**src/rtl/ahblite_isp_pkg.sv**
```systemverilog
// Shared constants for the ISP register file: register map, AHB encodings,
// CTRL bit positions, error-response FSM states and a byte-lane helper.
package ahblite_isp_pkg;

    localparam int unsigned OFF_CTRL   = 32'h00;
    localparam int unsigned OFF_STATUS = 32'h04;
    localparam int unsigned OFF_SPLIT  = 32'h08;
    localparam int unsigned OFF_CFG0   = 32'h0C;

    localparam int unsigned IDX_CTRL   = OFF_CTRL / 4;
    localparam int unsigned IDX_STATUS = OFF_STATUS / 4;
    localparam int unsigned IDX_SPLIT  = OFF_SPLIT / 4;
    localparam int unsigned IDX_CFG0   = OFF_CFG0 / 4;

    localparam logic [1:0] HTRANS_IDLE   = 2'b00;
    localparam logic [1:0] HTRANS_BUSY   = 2'b01;
    localparam logic [1:0] HTRANS_NONSEQ = 2'b10;
    localparam logic [1:0] HTRANS_SEQ    = 2'b11;

    localparam logic [2:0] HSIZE_BYTE = 3'b000;
    localparam logic [2:0] HSIZE_HALF = 3'b001;
    localparam logic [2:0] HSIZE_WORD = 3'b010;

    localparam int unsigned CTRL_EN_BIT     = 0;
    localparam int unsigned CTRL_COMMIT_BIT = 1;

    typedef enum logic [1:0] {
        OKAY = 2'd0,
        ERR1 = 2'd1,
        ERR2 = 2'd2
    } err_state_e;

    // Byte lanes touched by an access of the given size at address a.
    function automatic logic [3:0] lane_be(
        input logic [2:0] size,
        input logic [1:0] a
    );
        case (size)
            HSIZE_BYTE: lane_be = 4'b0001 << a;
            HSIZE_HALF: lane_be = a[1] ? 4'b1100 : 4'b0011;
            default:    lane_be = 4'b1111;
        endcase
    endfunction

endpackage

```
**src/rtl/ahblite_isp_shadow_reg.sv**
```systemverilog
// One 32-bit shadow/active register pair. Ports: HCLK, HRESET (sync, high),
// be/wdata write the shadow per byte lane, commit copies shadow to active.
module ahblite_isp_shadow_reg (
    input  logic        HCLK,
    input  logic        HRESET,
    input  logic [3:0]  be,
    input  logic [31:0] wdata,
    input  logic        commit,
    output logic [31:0] shadow_q,
    output logic [31:0] active_q
);

    // Active samples the old shadow, so a write on the commit edge
    // lands in the shadow only and waits for the next commit.
    always_ff @(posedge HCLK) begin
        if (HRESET) begin
            shadow_q <= '0;
            active_q <= '0;
        end else begin
            if (commit) begin
                active_q <= shadow_q;
            end
            for (int b = 0; b < 4; b++) begin
                if (be[b]) begin
                    shadow_q[8*b +: 8] <= wdata[8*b +: 8];
                end
            end
        end
    end

endmodule

```
**src/rtl/ahblite_isp_regfile.sv**
```systemverilog
// AHB-Lite register file for the ISP: CTRL, STATUS, shadowed SPLIT and CFG.
// Ports: AHB-Lite subordinate bus, frame_start, isp_ctrl_en, split_x/y, cfg_data.
module ahblite_isp_regfile
    import ahblite_isp_pkg::*;
#(
    parameter int NUM_CFG = 4,
    parameter int COORD_W = 11,
    parameter int ADDR_W  = 8
) (
    input  logic                   HCLK,
    input  logic                   HRESET,
    input  logic                   HSEL,
    input  logic [31:0]            HADDR,
    input  logic [1:0]             HTRANS,
    input  logic [2:0]             HSIZE,
    input  logic [3:0]             HPROT,
    input  logic                   HWRITE,
    input  logic [31:0]            HWDATA,
    input  logic                   HREADY,
    output logic                   HREADYOUT,
    output logic [31:0]            HRDATA,
    output logic                   HRESP,
    input  logic                   frame_start,
    output logic                   isp_ctrl_en,
    output logic [COORD_W-1:0]     split_x,
    output logic [COORD_W-1:0]     split_y,
    output logic [NUM_CFG*32-1:0]  cfg_data
);

    localparam int NREG      = NUM_CFG + 1;
    localparam int MAP_BYTES = 4 * (3 + NUM_CFG);
    localparam int AW2       = ADDR_W - 2;
    localparam int SPLIT_W   = 2 * COORD_W;
    localparam logic [31:0] SPLIT_MASK =
        32'((64'd1 << SPLIT_W) - 64'd1);

    // Address phase decode
    logic              a_acc;
    logic              a_err;
    logic [ADDR_W-1:0] a_off;

    assign a_off = HADDR[ADDR_W-1:0];
    assign a_acc = HSEL & HTRANS[1] & HREADY;

    always_comb begin
        a_err = 1'b0;
        if ({1'b0, a_off} >= (ADDR_W+1)'(MAP_BYTES)) begin
            a_err = 1'b1;
        end
        if (HWRITE && (a_off[ADDR_W-1:2] == AW2'(IDX_STATUS))) begin
            a_err = 1'b1;
        end
        if (HSIZE > HSIZE_WORD) begin
            a_err = 1'b1;
        end
        if ((HSIZE == HSIZE_HALF) && a_off[0]) begin
            a_err = 1'b1;
        end
        if ((HSIZE == HSIZE_WORD) && (a_off[1:0] != 2'b00)) begin
            a_err = 1'b1;
        end
    end

    // Data phase registers; errored transfers never become valid
    logic              dp_valid;
    logic              dp_write;
    logic [ADDR_W-1:0] dp_off;
    logic [2:0]        dp_size;

    always_ff @(posedge HCLK) begin
        if (HRESET) begin
            dp_valid <= 1'b0;
            dp_write <= 1'b0;
            dp_off   <= '0;
            dp_size  <= '0;
        end else begin
            dp_valid <= a_acc & ~a_err;
            if (a_acc) begin
                dp_write <= HWRITE;
                dp_off   <= a_off;
                dp_size  <= HSIZE;
            end
        end
    end

    logic [3:0]     dp_be;
    logic           wr;
    logic [AW2-1:0] d_idx;

    assign dp_be = lane_be(dp_size, dp_off[1:0]);
    assign wr    = dp_valid & dp_write;
    assign d_idx = dp_off[ADDR_W-1:2];

    // CTRL, pending flag and frame counter
    logic        en;
    logic        pending;
    logic [15:0] frame_cnt;
    logic        ctrl_wr;
    logic        commit_set;
    logic        copy;

    assign ctrl_wr    = wr & (d_idx == AW2'(IDX_CTRL)) & dp_be[0];
    assign commit_set = ctrl_wr & HWDATA[CTRL_COMMIT_BIT];
    // Uses the flag as it was before this edge, so a commit landing
    // together with frame_start waits for the following frame.
    assign copy       = frame_start & pending;

    always_ff @(posedge HCLK) begin
        if (HRESET) begin
            en        <= 1'b0;
            pending   <= 1'b0;
            frame_cnt <= '0;
        end else begin
            if (ctrl_wr) begin
                en <= HWDATA[CTRL_EN_BIT];
            end
            if (commit_set) begin
                pending <= 1'b1;
            end else if (copy) begin
                pending <= 1'b0;
            end
            if (frame_start) begin
                frame_cnt <= frame_cnt + 16'd1;
            end
        end
    end

    // Shadow/active pairs: entry 0 is SPLIT, entry 1+i is CFG[i]
    logic [31:0] sh_q  [NREG];
    logic [31:0] act_q [NREG];

    for (genvar k = 0; k < NREG; k++) begin : g_sh
        logic       sel;
        logic [31:0] wd;
        assign sel = wr & (d_idx == AW2'(IDX_SPLIT + k));
        assign wd  = (k == 0) ? (HWDATA & SPLIT_MASK) : HWDATA;

        ahblite_isp_shadow_reg u_reg (
            .HCLK     (HCLK),
            .HRESET   (HRESET),
            .be       (dp_be & {4{sel}}),
            .wdata    (wd),
            .commit   (copy),
            .shadow_q (sh_q[k]),
            .active_q (act_q[k])
        );
    end

    // Read mux, driven only by registered state
    always_comb begin
        HRDATA = '0;
        if (dp_valid && !dp_write) begin
            if (d_idx == AW2'(IDX_CTRL)) begin
                HRDATA = {30'b0, 1'b0, en};
            end
            if (d_idx == AW2'(IDX_STATUS)) begin
                HRDATA = {frame_cnt, 15'b0, pending};
            end
            for (int k = 0; k < NREG; k++) begin
                if (d_idx == AW2'(IDX_SPLIT + k)) begin
                    HRDATA = sh_q[k];
                end
            end
        end
    end

    // Two-cycle ERROR response
    err_state_e state_q;
    err_state_e state_d;

    always_ff @(posedge HCLK) begin
        if (HRESET) begin
            state_q <= OKAY;
        end else begin
            state_q <= state_d;
        end
    end

    always_comb begin
        state_d   = state_q;
        HREADYOUT = 1'b1;
        HRESP     = 1'b0;
        unique case (state_q)
            OKAY: begin
                if (a_acc && a_err) begin
                    state_d = ERR1;
                end
            end
            ERR1: begin
                HREADYOUT = 1'b0;
                HRESP     = 1'b1;
                state_d   = ERR2;
            end
            ERR2: begin
                HRESP   = 1'b1;
                state_d = (a_acc && a_err) ? ERR1 : OKAY;
            end
            default: begin
                state_d = OKAY;
            end
        endcase
    end

    // Outputs
    assign isp_ctrl_en = en;
    assign split_x     = act_q[0][SPLIT_W-1:COORD_W];
    assign split_y     = act_q[0][COORD_W-1:0];

    for (genvar i = 0; i < NUM_CFG; i++) begin : g_cfg
        assign cfg_data[32*i +: 32] = act_q[i+1];
    end

    logic unused;
    assign unused = ^{HPROT, HADDR[31:ADDR_W], HTRANS[0],
                      act_q[0] & ~SPLIT_MASK};

endmodule

```
**config.mk**
```make
export PLATFORM = sky130hd
export DESIGN_NAME = ahblite_isp_regfile
export DESIGN_NICKNAME = d
export VERILOG_FILES = /design/src/rtl/ahblite_isp_pkg.sv /design/src/rtl/ahblite_isp_shadow_reg.sv /design/src/rtl/ahblite_isp_regfile.sv
export SDC_FILE = /design/constraint.sdc
export NUM_CORES = 1
export LEC_CHECK = 0
export ABC_CLOCK_PERIOD_IN_PS = 3500
export CORE_ASPECT_RATIO = 1.5
export CORE_MARGIN = 4
export CORE_UTILIZATION = 40
export CTS_CLUSTER_DIAMETER = 200
export DETAILED_ROUTE_END_ITERATION = 12
export HOLD_SLACK_MARGIN = 0.05
export SLEW_MARGIN = 25
export SYNTH_ARGS = -nofsm -noshare
export SYNTH_HDL_FRONTEND = slang
export SYNTH_SLANG_ARGS = --single-unit
```
**constraint.sdc**
```tcl
create_clock -name HCLK -period 3.5 [get_ports HCLK]
set_input_delay 0.525 -clock HCLK [delete_from_list [all_inputs] [get_ports HCLK]]
set_output_delay 0.525 -clock HCLK [all_outputs]
set_load 0.005 [all_outputs]
```
==> results of run 1 <==
==> power breakdown <==
group | switching [mW] | internal, mW | leakage (nW) | total, mW
combinational | 0.168 | 0.104 | 2.50 | 0.273
clock | 1.50 | 2.20 | 0.557 | 3.70
sequential | 0.0118 | 3.80 | 2.68 | 3.81
==> timing repair <==
action | in CTS | in global routing
buffers inserted | 0 | 0
gates resized for setup | 7 | 3
endpoints found under the setup margin | 23 | 18
pin swaps | 0 | 0
==> state kept, by name, indices dropped and copies added, names as in the netlist <==
name and flops:
pending 1, frame_cnt 16, dp_off 8, g_sh.u_reg.shadow_q 150, dp_write 1, state_q 2, dp_size 3, dp_valid 1
isp_ctrl_en 1, g_sh.u_reg.active_q 150
==> placed cells by master, fill, tap and decap left out, types with 22 or more instances in the layout <==
| cell type | instances |
|---|---|
| nor2_1 | 91 |
| clkdlybuf4s50_1 | 233 |
| nand3_1 | 29 |
| clkbuf_16 | 35 |
| o21ai_0 | 22 |
| nand2_1 | 347 |
| a22oi_1 | 60 |
| nand2b_1 | 81 |
| buf_4 | 28 |
| dfxtp_1 | 332 |
| a21oi_1 | 193 |
| mux2i_1 | 136 |
==> metrics by stage <==
| step | hold WS (ns) | cells | total power, mW |
|---|---|---|---|
| 2_1_floorplan | 0.4363 | 1525 | 4.030 |
| 3_3_place_gp | 0.4433 | 2102 | 4.160 |
| 3_5_place_dp | 0.4461 | 2102 | 4.163 |
| 4_1_cts | 0.4548 | 2162 | 7.849 |
| 5_1_grt | 0.4692 | 2162 | 8.025 |
| 6_report | 0.4515 | 2163 | 7.778 |
==> per-layer routing <==
layer	part of all wire [%]	vias to the layer above	wire length, µm
met1	38	5502	16590
met2	52	369	22650
met5	0	-	0
met3	5.2	81	2275
li1	-	5628	-
met4	5.0	0	2175
==> worst register-to-register path, cell delays in order, from the launching register on <==
cell and delay (ns):
dfxtp_1 0.36, nand2_1 0.53, a2111oi_4 1.09, mux2i_1 0.29, nor2_1 0.05
==> cells by family (layout without fill, tap and decap cells) <==
group | count (synthesis) | count (layout) | share of synthesized area [%]
other | 0 | 1 | 0
adders and majority gates | 6 | 6 | 0.5613
DFF | 333 | 333 | 49.85
AOI/OAI and AO/OA | 324 | 324 | 15.48
buffers and inverters | 117 | 339 | 3.471
muxes | 139 | 139 | 10.54
and+or+nand+nor | 595 | 595 | 19.38
xor gates and xnor gates | 11 | 11 | 0.7204
==> worst paths after layout <==
| kind | end | slack [ns] | start | cells past startpoint |
|---|---|---|---|---|
| worst max-delay path | HRDATA[20] | 0.08 | dp_off[3]$_SDFFE_PP0P_ | 6 |
| worst min-delay path | g_sh[2].u_reg.active_q[22]$_SDFFE_PP0P_ | 0.45 | g_sh[2].u_reg.active_q[22]$_SDFFE_PP0P_ | 2 |
| worst max register to register | g_sh[3].u_reg.shadow_q[24]$_SDFFE_PP0P_ | 1.04 | dp_write$_SDFFE_PP0P_ | 4 |
| worst min register to register | g_sh[2].u_reg.active_q[22]$_SDFFE_PP0P_ | 0.45 | g_sh[2].u_reg.active_q[22]$_SDFFE_PP0P_ | 2 |
==> layout make-up <==
| cell class | instances | area, µm² | share of cell area, % |
|---|---|---|---|
| Multi-Input combinational cell | 1075 | 6324 | 36.31 |
| Clock buffer | 53 | 1044 | 5.992 |
| Clock inverter | 7 | 91.34 | 0.5245 |
| Tap cell | 415 | 519.2 | 2.982 |
| Antenna cell | 1 | 2.502 | 0.01437 |
| Inverter | 8 | 30.03 | 0.1724 |
| Timing Repair Buffer | 271 | 2738 | 15.72 |
| Sequential cell | 333 | 6668 | 38.29 |
==> results.toml, run 1 <==
[status]
outcome = "finished clean"

[route]
routed_wirelength_um = 43690
post_drt_via_cell_ratio = 5.354
count_of_nets_left_with_antenna_violations_after_detail_routing = 0
vias = 11580
drt_pre_antenna_iters = 7
drt-wirelength-per-cell_um = 20.20
route.detailed.drc = 0
first_iter_violations = 736

[clock_network]
num_cts_buffers = 34
cts-root-buf = "clkbuf_16"
cts.sinks = 333
cts_buffer_depth = 3
holdBufCountCts = 0
clk_pin_slew_ns = 0.06
cts_tree = "built"
clock_tree.htree_level_count = 2
worst_skew_pair_later_pin_latency_ns = 0.52

[global_route]
global_route.usage.met1_pct = 27.12
grt_overflow = 0
groute.layer.met3.usage_pct = 3.300
gr-usage-met2_pct = 41.44
grt_start_max_net_pins = 120
grt_pass1_vias = 11206
antenna_found_initial = 0
groute.usage.overall_pct = 23.14
routing_layer_with_the_top_usage_in_global_route = "met2"
grt_pass1_wl_um = 65740

[setup_path]
timing.critical_path.to_type = "output port"
setup.worst_path.class = "reg -> out"
path_delay_family = "simple AND/OR/NAND/NOR gates"
required_worst_endpoint_ns = 2.97
start_kind = "flop"
critical_path_buf_inv_count = 2
arrival_ns = 2.89
path_cells = "or4b_4 -> nor2_2 -> buf_12 -> a22oi_1 -> a31oi_1 -> clkdlybuf4s50_1"
timing.critical_path.fanout_max = 25
crit_path_top_delay_cell = "or4b_4"
critical-path-max-stage-delay_ns = 0.62

[placement]
routabilityCongestion = 0.8751
detailed_place.area_mm2 = 0.01623
numPortBuffers = 234
pre_cts_ws_ns = 0.3960
hpwl_um = 31680

[synthesis]
number_of_flops_mapped_to_enable_cells_by_yosys = 0
synth.yosys.seq_area_share_pct = 49.85
yosys_warnings = 0
syn-cell-area_mm2 = 0.01337
synth_async_sr_flop_share_pct = 0
syn_avg_cell_area_um2 = 8.770
yosys_most_used_dff = "dfxtp_1"
post-synth-top-area-fraction_pct = 49.85
synth.net_count = 1610
post_synth_main_area_contributors = "dfxtp_1, mux2i_1, nand2_1"
post_synth_most_frequent_cells = "nand2_1, dfxtp_1, a21oi_1"
number_of_synthesized_register_bits = 333
synth.largest_area_cell = "dfxtp_1"
synthCells = 1525
synth.distinct_cells = 45
synthMostInstantiatedCell = "nand2_1"

[sta]
worst_clock_skew_ns = 0.01306
fmax_mhz = 292.6
finalSetupViolations = 0
max_slew_violation_count = 0
maxSlewHeadroom_pct = 30.58
layout_min_cycle_time_ns = 3.418
worst_slack_ns = 0.08230
tightest_slew_ns = 1.039
timing.setup.tns_ns = 0
hold_viol = 0
layout_worst_path_cycle_share_pct = 97.65
setup_repair_after_global_routing_missed_its_margin = "no"

[floorplan]
initial_utilization_pct = 40.73
die_width_um = 157.3
num_rows = 81
num_io_pins = 264
core_area_mm2 = 0.03284
area_of_the_die_mm2 = 0.03648
fp.dieH_um = 231.9

[final_layout]
fin_area_mm2 = 0.01742
finalCoreUtilization_pct = 53.04
n_fill_cell = 3122
synthToLayoutAreaGrowth_pct = 30.22
nNetsFinal = 1808
post_route_cells_drive_above_1_share_pct = 7.155

[power_and_ir_drop]
total_leakage_power_nw = 5.741
power_per_cell_area_mw_per_mm2 = 446.6
ir_worst_vdd_mv = 0.2870

[hold_path]
min_path_type = "reg -> reg"

[run]
drv_cap = 0
Power figures use the tool's default switching activity.
==> run 2: changes to the inputs <==
Settings changed: ABC_CLOCK_PERIOD_IN_PS 3500 to 3900, SYNTH_HIERARCHICAL set to 1.
Clock period 3.5 ns to 3.9 ns, I/O delays scaled along.
==> run 2 against run 1 <==
Compared with the run above:
- via count fell by 5.8%
- die area rose by 5.6%
- count of clock-buffer cells in the layout rose by 3
- global-route usage fell by 2.3 points
- routed wire length fell by 5.2%
- non-clock buffer count rose by 6
- worst hold slack got worse by 0.15 ns
- final cell count fell by 1.8%
==> results.toml, run 2 <==
[route]
post_drt_via_cell_ratio = 5.132
vias = 10905
routed_wirelength_um = 41400
drt-wirelength-per-cell_um = 19.48
route.detailed.drc = 0
count_of_nets_left_with_antenna_violations_after_detail_routing = 0
drt_pre_antenna_iters = 5
first_iter_violations = 535

[setup_path]
worst_r2r_endpoint = "g_sh[1].u_reg/shadow_q[29]$_SDFFE_PP0P_"
critical-path-max-stage-delay_ns = 0.62
start_kind = "flop"
path_delay_family = "simple AND/OR/NAND/NOR gates"
crit_path_top_delay_cell = "or4b_4"
path_cells = "or4b_4 -> nor2_4 -> buf_12 -> a22oi_1 -> o22ai_1 -> clkdlybuf4s50_1"
timing.critical_path.to_type = "output port"
setup.worst_path.class = "reg -> out"
critical_path.reg2reg.startpoint = "dp_off[3]$_SDFFE_PP0P_"
timing.critical_path.fanout_max = 16
arrival_ns = 3.20
required_worst_endpoint_ns = 3.31
ff2ff_path_depth = 8
reg2reg_setup_slack_ns = 0.77
critical_path_buf_inv_count = 2

[placement]
dpl.cell_count = 2060
routabilityCongestion = 0.8172
detailed_place.area_mm2 = 0.01667
hpwl_um = 28380
numPortBuffers = 234

[clock_network]
num_cts_buffers = 36
cts-root-buf = "clkbuf_16"
cts_buffer_depth = 3
clk_pin_slew_ns = 0.06
cts.sinks = 343
number_of_cells_upsized_or_downsized_after_cts = 0
clock_tree.htree_level_count = 2
holdBufCountCts = 0
worst_skew_pair_later_pin_latency_ns = 0.53
cts_tree = "built"

[synthesis]
syn_avg_cell_area_um2 = 10.01
syn-cell-area_mm2 = 0.01416
yosys_warnings = 6
synthCells = 1414

[hold_path]
min_path_type = "in -> reg"
holdCritStartpoint = "HRESET"
whs_path_depth = 2
min_to = "dp_valid$_SDFF_PP0_"

[global_route]
grt_pass1_vias = 10833
grt_pass1_wl_um = 63540
routing_layer_with_the_top_usage_in_global_route = "met2"
global_route.usage.met1_pct = 24.45
gr-usage-met2_pct = 37.80
antenna_found_initial = 0
grt_overflow = 0
groute.usage.overall_pct = 20.80
grt_start_max_net_pins = 179
groute.layer.met3.usage_pct = 4.527

[run]
drv_cap = 0

[floorplan]
num_rows = 84
fp.dieH_um = 238.4
die_width_um = 161.6
num_io_pins = 264
area_of_the_die_mm2 = 0.03853
initial_utilization_pct = 40.45
core_area_mm2 = 0.03500

[final_layout]
final_cells = 2125
final_cell_mix = "nor2_1, dfxtp_1, mux2i_1"
largestRegisters = "g_sh.u_reg/shadow_q x160, g_sh.u_reg/active_q x150, frame_cnt x16"
mostFrequentLayoutCell = "nor2_1"
diode_count = 0
post_route_cells_drive_above_1_share_pct = 6.780
n_fill_cell = 3237
ff_latch_area_mm2 = 0.006867
synthToLayoutAreaGrowth_pct = 26.50
fin_area_mm2 = 0.01791
largest_register_ff_count = 160
multi_input_area_mm2 = 0.006444
max_flop_register = "g_sh.u_reg/shadow_q"
nNetsFinal = 1711

[sta]
fmax_mhz = 264.5
finalSetupViolations = 0
worst_clock_skew_ns = 0.02277
layout_worst_path_cycle_share_pct = 96.94
timing.setup.tns_ns = 0
layout_min_cycle_time_ns = 3.781
hold_viol = 0
maxSlewHeadroom_pct = 34.49
max_slew_violation_count = 0
setup_repair_after_global_routing_missed_its_margin = "no"
tightest_slew_ns = 0.9774

[status]
outcome = "finished clean"

[power_and_ir_drop]
total_leakage_power_nw = 5.903
ir_worst_vdd_mv = 0.3321
power_per_cell_area_mw_per_mm2 = 405.5
==> run 2: per-stage QoR <==
| step | util [%] | hold slack [ns] | power (mW) | setup WS (ns) |
|---|---|---|---|---|
| global route | 51.17 | 0.2975 | 7.492 | 0.005061 |
| finish | 51.17 | 0.3048 | 7.261 | 0.1193 |
| detailed placement | 47.63 | 0.4477 | 3.823 | 0.5623 |
| CTS | 51.11 | 0.2817 | 7.339 | 0.001266 |
| floorplan | - | 0.4363 | 3.704 | 1.678 |
| global placement | 47.63 | 0.4442 | 3.821 | 0.6035 |
==> run 2: how the worst max path moves through the flow <==
stage | startpoint | endpoint | slack (ns) | cells past startpoint
floorplan | dp_off[3]$_SDFFE_PP0P_ | HRDATA[0] | 1.68 | 6
global placement | dp_off[3]$_SDFFE_PP0P_ | HRDATA[26] | 0.60 | 5
detailed placement | dp_off[3]$_SDFFE_PP0P_ | HRDATA[1] | 0.56 | 6
CTS | dp_off[3]$_SDFFE_PP0P_ | HRDATA[1] | 0.001 | 6
global route | dp_off[3]$_SDFFE_PP0P_ | HRDATA[14] | 0.005 | 6
finish | dp_off[3]$_SDFFE_PP0P_ | HRDATA[14] | 0.12 | 6
==> run 2: worst register-to-register path, delay by kind of cell (launching register included) <==
kind | cells | cell delay [ns]
and+or+nand+nor | 5 | 1.64
buffers and inverters | 2 | 0.54
DFF | 1 | 0.53
muxes | 1 | 0.28
==> run 2: cell type report <==
cell class,count,share of cell area [%]
Clock inverter,8,0.6707
Timing Repair Buffer,277,15.40
Clock buffer,56,6.134
Sequential cell,343,38.34
Multi-Input combinational cell,960,35.98
Inverter,8,0.1677
Tap cell,473,3.305
==> run 2: timing repair <==
action	4_1_cts	5_1_grt
setup buffers	0	1
setup endpoints to repair	0	22
endpoints found under the hold margin	0	0
==> run 2: metal layers <==
layer  vias up  wire length, µm
li1       5328                -
met1      5187            16650
met4         0             1008
met3        64             2487
met2       326            21260
met5         -                0
==> run 2: where the power goes <==
| part | switching [mW] | leakage [nW] | internal (mW) | total [mW] |
|---|---|---|---|---|
| Clock | 1.43 | 0.597 | 2.09 | 3.52 |
| Combinational | 0.144 | 2.54 | 0.0803 | 0.225 |
| Sequential | 0.0113 | 2.76 | 3.51 | 3.52 |
| Total | 1.58 | 5.90 | 5.68 | 7.26 |
==> run 3: changes to the inputs <==
--- a/config.mk
+++ b/config.mk
@@ -7,10 +7,12 @@
 export LEC_CHECK = 0
 export ABC_CLOCK_PERIOD_IN_PS = 3900
+export CELL_PAD_IN_SITES_DETAIL_PLACEMENT = 1
+export CELL_PAD_IN_SITES_GLOBAL_PLACEMENT = 2
 export CORE_ASPECT_RATIO = 1.5
 export CORE_MARGIN = 4
-export CORE_UTILIZATION = 40
-export CTS_CLUSTER_DIAMETER = 200
+export CORE_UTILIZATION = 33
 export DETAILED_ROUTE_END_ITERATION = 12
 export HOLD_SLACK_MARGIN = 0.05
+export PLACE_DENSITY_LB_ADDON = 0.1
 export SLEW_MARGIN = 25
 export SYNTH_ARGS = -nofsm -noshare
==> constraint.sdc (replaced) <==
create_clock -name HCLK -period 3.9 [get_ports HCLK]
set_input_delay 1.17 -clock HCLK [delete_from_list [all_inputs] [get_ports HCLK]]
set_output_delay 1.17 -clock HCLK [all_outputs]
set_load 0.005 [all_outputs]
==> run 3 against run 2 <==
Compared with the run above:
- global-route usage shrank 0.71 points
- highest routed layer is now met5
- total power shrank 0.61%
- critical path type unchanged
- sequential cell count is the same
- final cell count grew 4.6%
- via count grew 2.8%
==> results.toml, run 3 (synthesized netlist as in run 2, its figures left out) <==
[sta]
worst_clock_skew_ns = 0.02446
layout_min_cycle_time_ns = 3.803
setup_repair_after_global_routing_missed_its_margin = "no"
maxSlewHeadroom_pct = 27.59
max_slew_violation_count = 0
tightest_slew_ns = 1.080
worst_slack_ns = 0.09699
timing.setup.tns_ns = 0
hold_viol = 0
finalHoldWorstSlack_ns = 0.4593
fmax_mhz = 262.9
layout_worst_path_cycle_share_pct = 97.51
finalSetupViolations = 0

[run]
drv_cap = 0

[clock_network]
cts.sinks = 343
cts_buffer_depth = 3
worst_skew_pair_later_pin_latency_ns = 0.53
cts-root-buf = "clkbuf_16"
clk_pin_slew_ns = 0.05
holdBufCountCts = 0
cts_tree = "built"
clock_tree.htree_level_count = 2
num_cts_buffers = 37

[final_layout]
max_flop_register = "g_sh.u_reg/shadow_q"
largest_register_ff_count = 160
diode_count = 0
mostFrequentLayoutCell = "nor2_1"
post_route_cells_drive_above_1_share_pct = 7.776
final_cell_mix = "nor2_1, dfxtp_1, mux2i_1"
synthToLayoutAreaGrowth_pct = 27.99
nNetsFinal = 1722
largestRegisters = "g_sh.u_reg/shadow_q x160, g_sh.u_reg/active_q x150, frame_cnt x16"

[floorplan]
num_io_pins = 264
die_width_um = 177.1
fp.dieH_um = 261.7
core_area_mm2 = 0.04225
initial_utilization_pct = 33.51
area_of_the_die_mm2 = 0.04635
num_rows = 92

[placement]
hpwl_um = 33410
pre_cts_ws_ns = 0.2598
numPortBuffers = 234
routabilityCongestion = 0.7724

[route]
drt-wirelength-per-cell_um = 21.34
vias = 11206
count_of_nets_left_with_antenna_violations_after_detail_routing = 0
drt_pre_antenna_iters = 5
first_iter_violations = 499
post_drt_via_cell_ratio = 5.041
routed_wirelength_um = 47440
route.detailed.drc = 0

[power_and_ir_drop]
internal_power_component_mw = 5.626
p_switching_mw = 1.591
power_mw = 7.217
sw_share_pct = 22.04
share_clk_of_total_power_pct = 47.9
total_leakage_power_nw = 6.108
power_per_cell_area_mw_per_mm2 = 398.3
power.share.combinational_pct = 3.4
ir_worst_vdd_mv = 0.2769
seqPwrFrac_pct = 48.8

[hold_path]
min_path_type = "reg -> reg"

[global_route]
groute.usage.overall_pct = 20.09
grt_start_max_net_pins = 158
grt_pass1_wl_um = 72260
antenna_found_initial = 1
grt_overflow = 0
grt_pass1_vias = 11736

[setup_path]
required_worst_endpoint_ns = 2.73
start_kind = "flop"
arrival_ns = 2.63
timing.critical_path.to_type = "output port"
timing.critical_path.fanout_max = 10
setup.worst_path.class = "reg -> out"

[status]
outcome = "finished clean"
==> run 3: changes by cell type in the layout (fill, tap and decap cells not counted), sizes merged <==
cell,previous run,this run
clkinv,4,6
clkbuf,56,54
clkdlybuf4s50,233,201
buf,44,56
inv,10,9
dlygate4sd2,0,24
clkdlybuf4s15,0,4
==> run 3: power groups by stage <==
stage / registers, mW / logic (mW) / clock network [mW]
floorplan: 3.59 / 0.110 / 0
global placement: 3.60 / 0.235 / 0
detailed placement: 3.60 / 0.237 / 0
CTS: 3.52 / 0.244 / 3.58
global route: 3.52 / 0.263 / 3.72
finish: 3.52 / 0.243 / 3.45
==> run 3: worst max-delay path, stage by stage, from the launching register on <==
cell           delay (ns)
dfxtp_4              0.37
or4b_4               0.57
nor3_4               0.19
buf_6                0.16
buf_12               0.15
a221oi_1             0.11
a21oi_1              0.26
dlygate4sd2_1        0.28
==> run 3: timing repair <==
| action | in CTS | in global routing |
|---|---|---|
| gates cloned | 1 | 0 |
| endpoints found under the setup margin | 32 | 6 |
| pin swaps | 20 | 4 |
| gates resized for setup | 45 | 10 |
| buffers inserted | 3 | 0 |
==> run 3: per-layer routing <==
metal	wire [µm]	track usage, %	up-vias
li1	-	-	5368
met1	18390	22.70	5507
met2	25090	37.47	248
met3	2328	3.871	81
met4	1620	7.032	2
met5	12	0	-
==> run 3: worst paths after layout <==
path / startpoint / end / slack (ns) / cells past startpoint
setup / recovery: dp_off[5]$_SDFFE_PP0P_ / HRDATA[20] / 0.1 / 7
hold / removal: dp_size[2]$_SDFFE_PP0P_ / dp_size[2]$_SDFFE_PP0P_ / 0.46 / 2
setup reg to reg: dp_off[5]$_SDFFE_PP0P_ / g_sh[2].u_reg/shadow_q[31]$_SDFFE_PP0P_ / 1.46 / 10
hold reg to reg: dp_size[2]$_SDFFE_PP0P_ / dp_size[2]$_SDFFE_PP0P_ / 0.46 / 2
==> run 3: through the flow <==
stage                     utilization, %  instance area [µm²]  instances
after floorplan                        -                14190       1423
after global placement             40.00                16900       2157
after detailed placement           40.00                16900       2157
after CTS                          42.81                18080       2222
after global routing               42.89                18120       2223
final                              42.89                18120       2223
==> run 3: layout make-up <==
cell class | count | area (µm²)
fillers | 4764 | 24130
flip-flops and latches | 343 | 6875
multi-input cells | 960 | 6456
repair buffers | 287 | 2889
clock buffers | 52 | 1065
well taps | 564 | 705.7
clock inverters | 9 | 98.84
inverters | 8 | 30.03
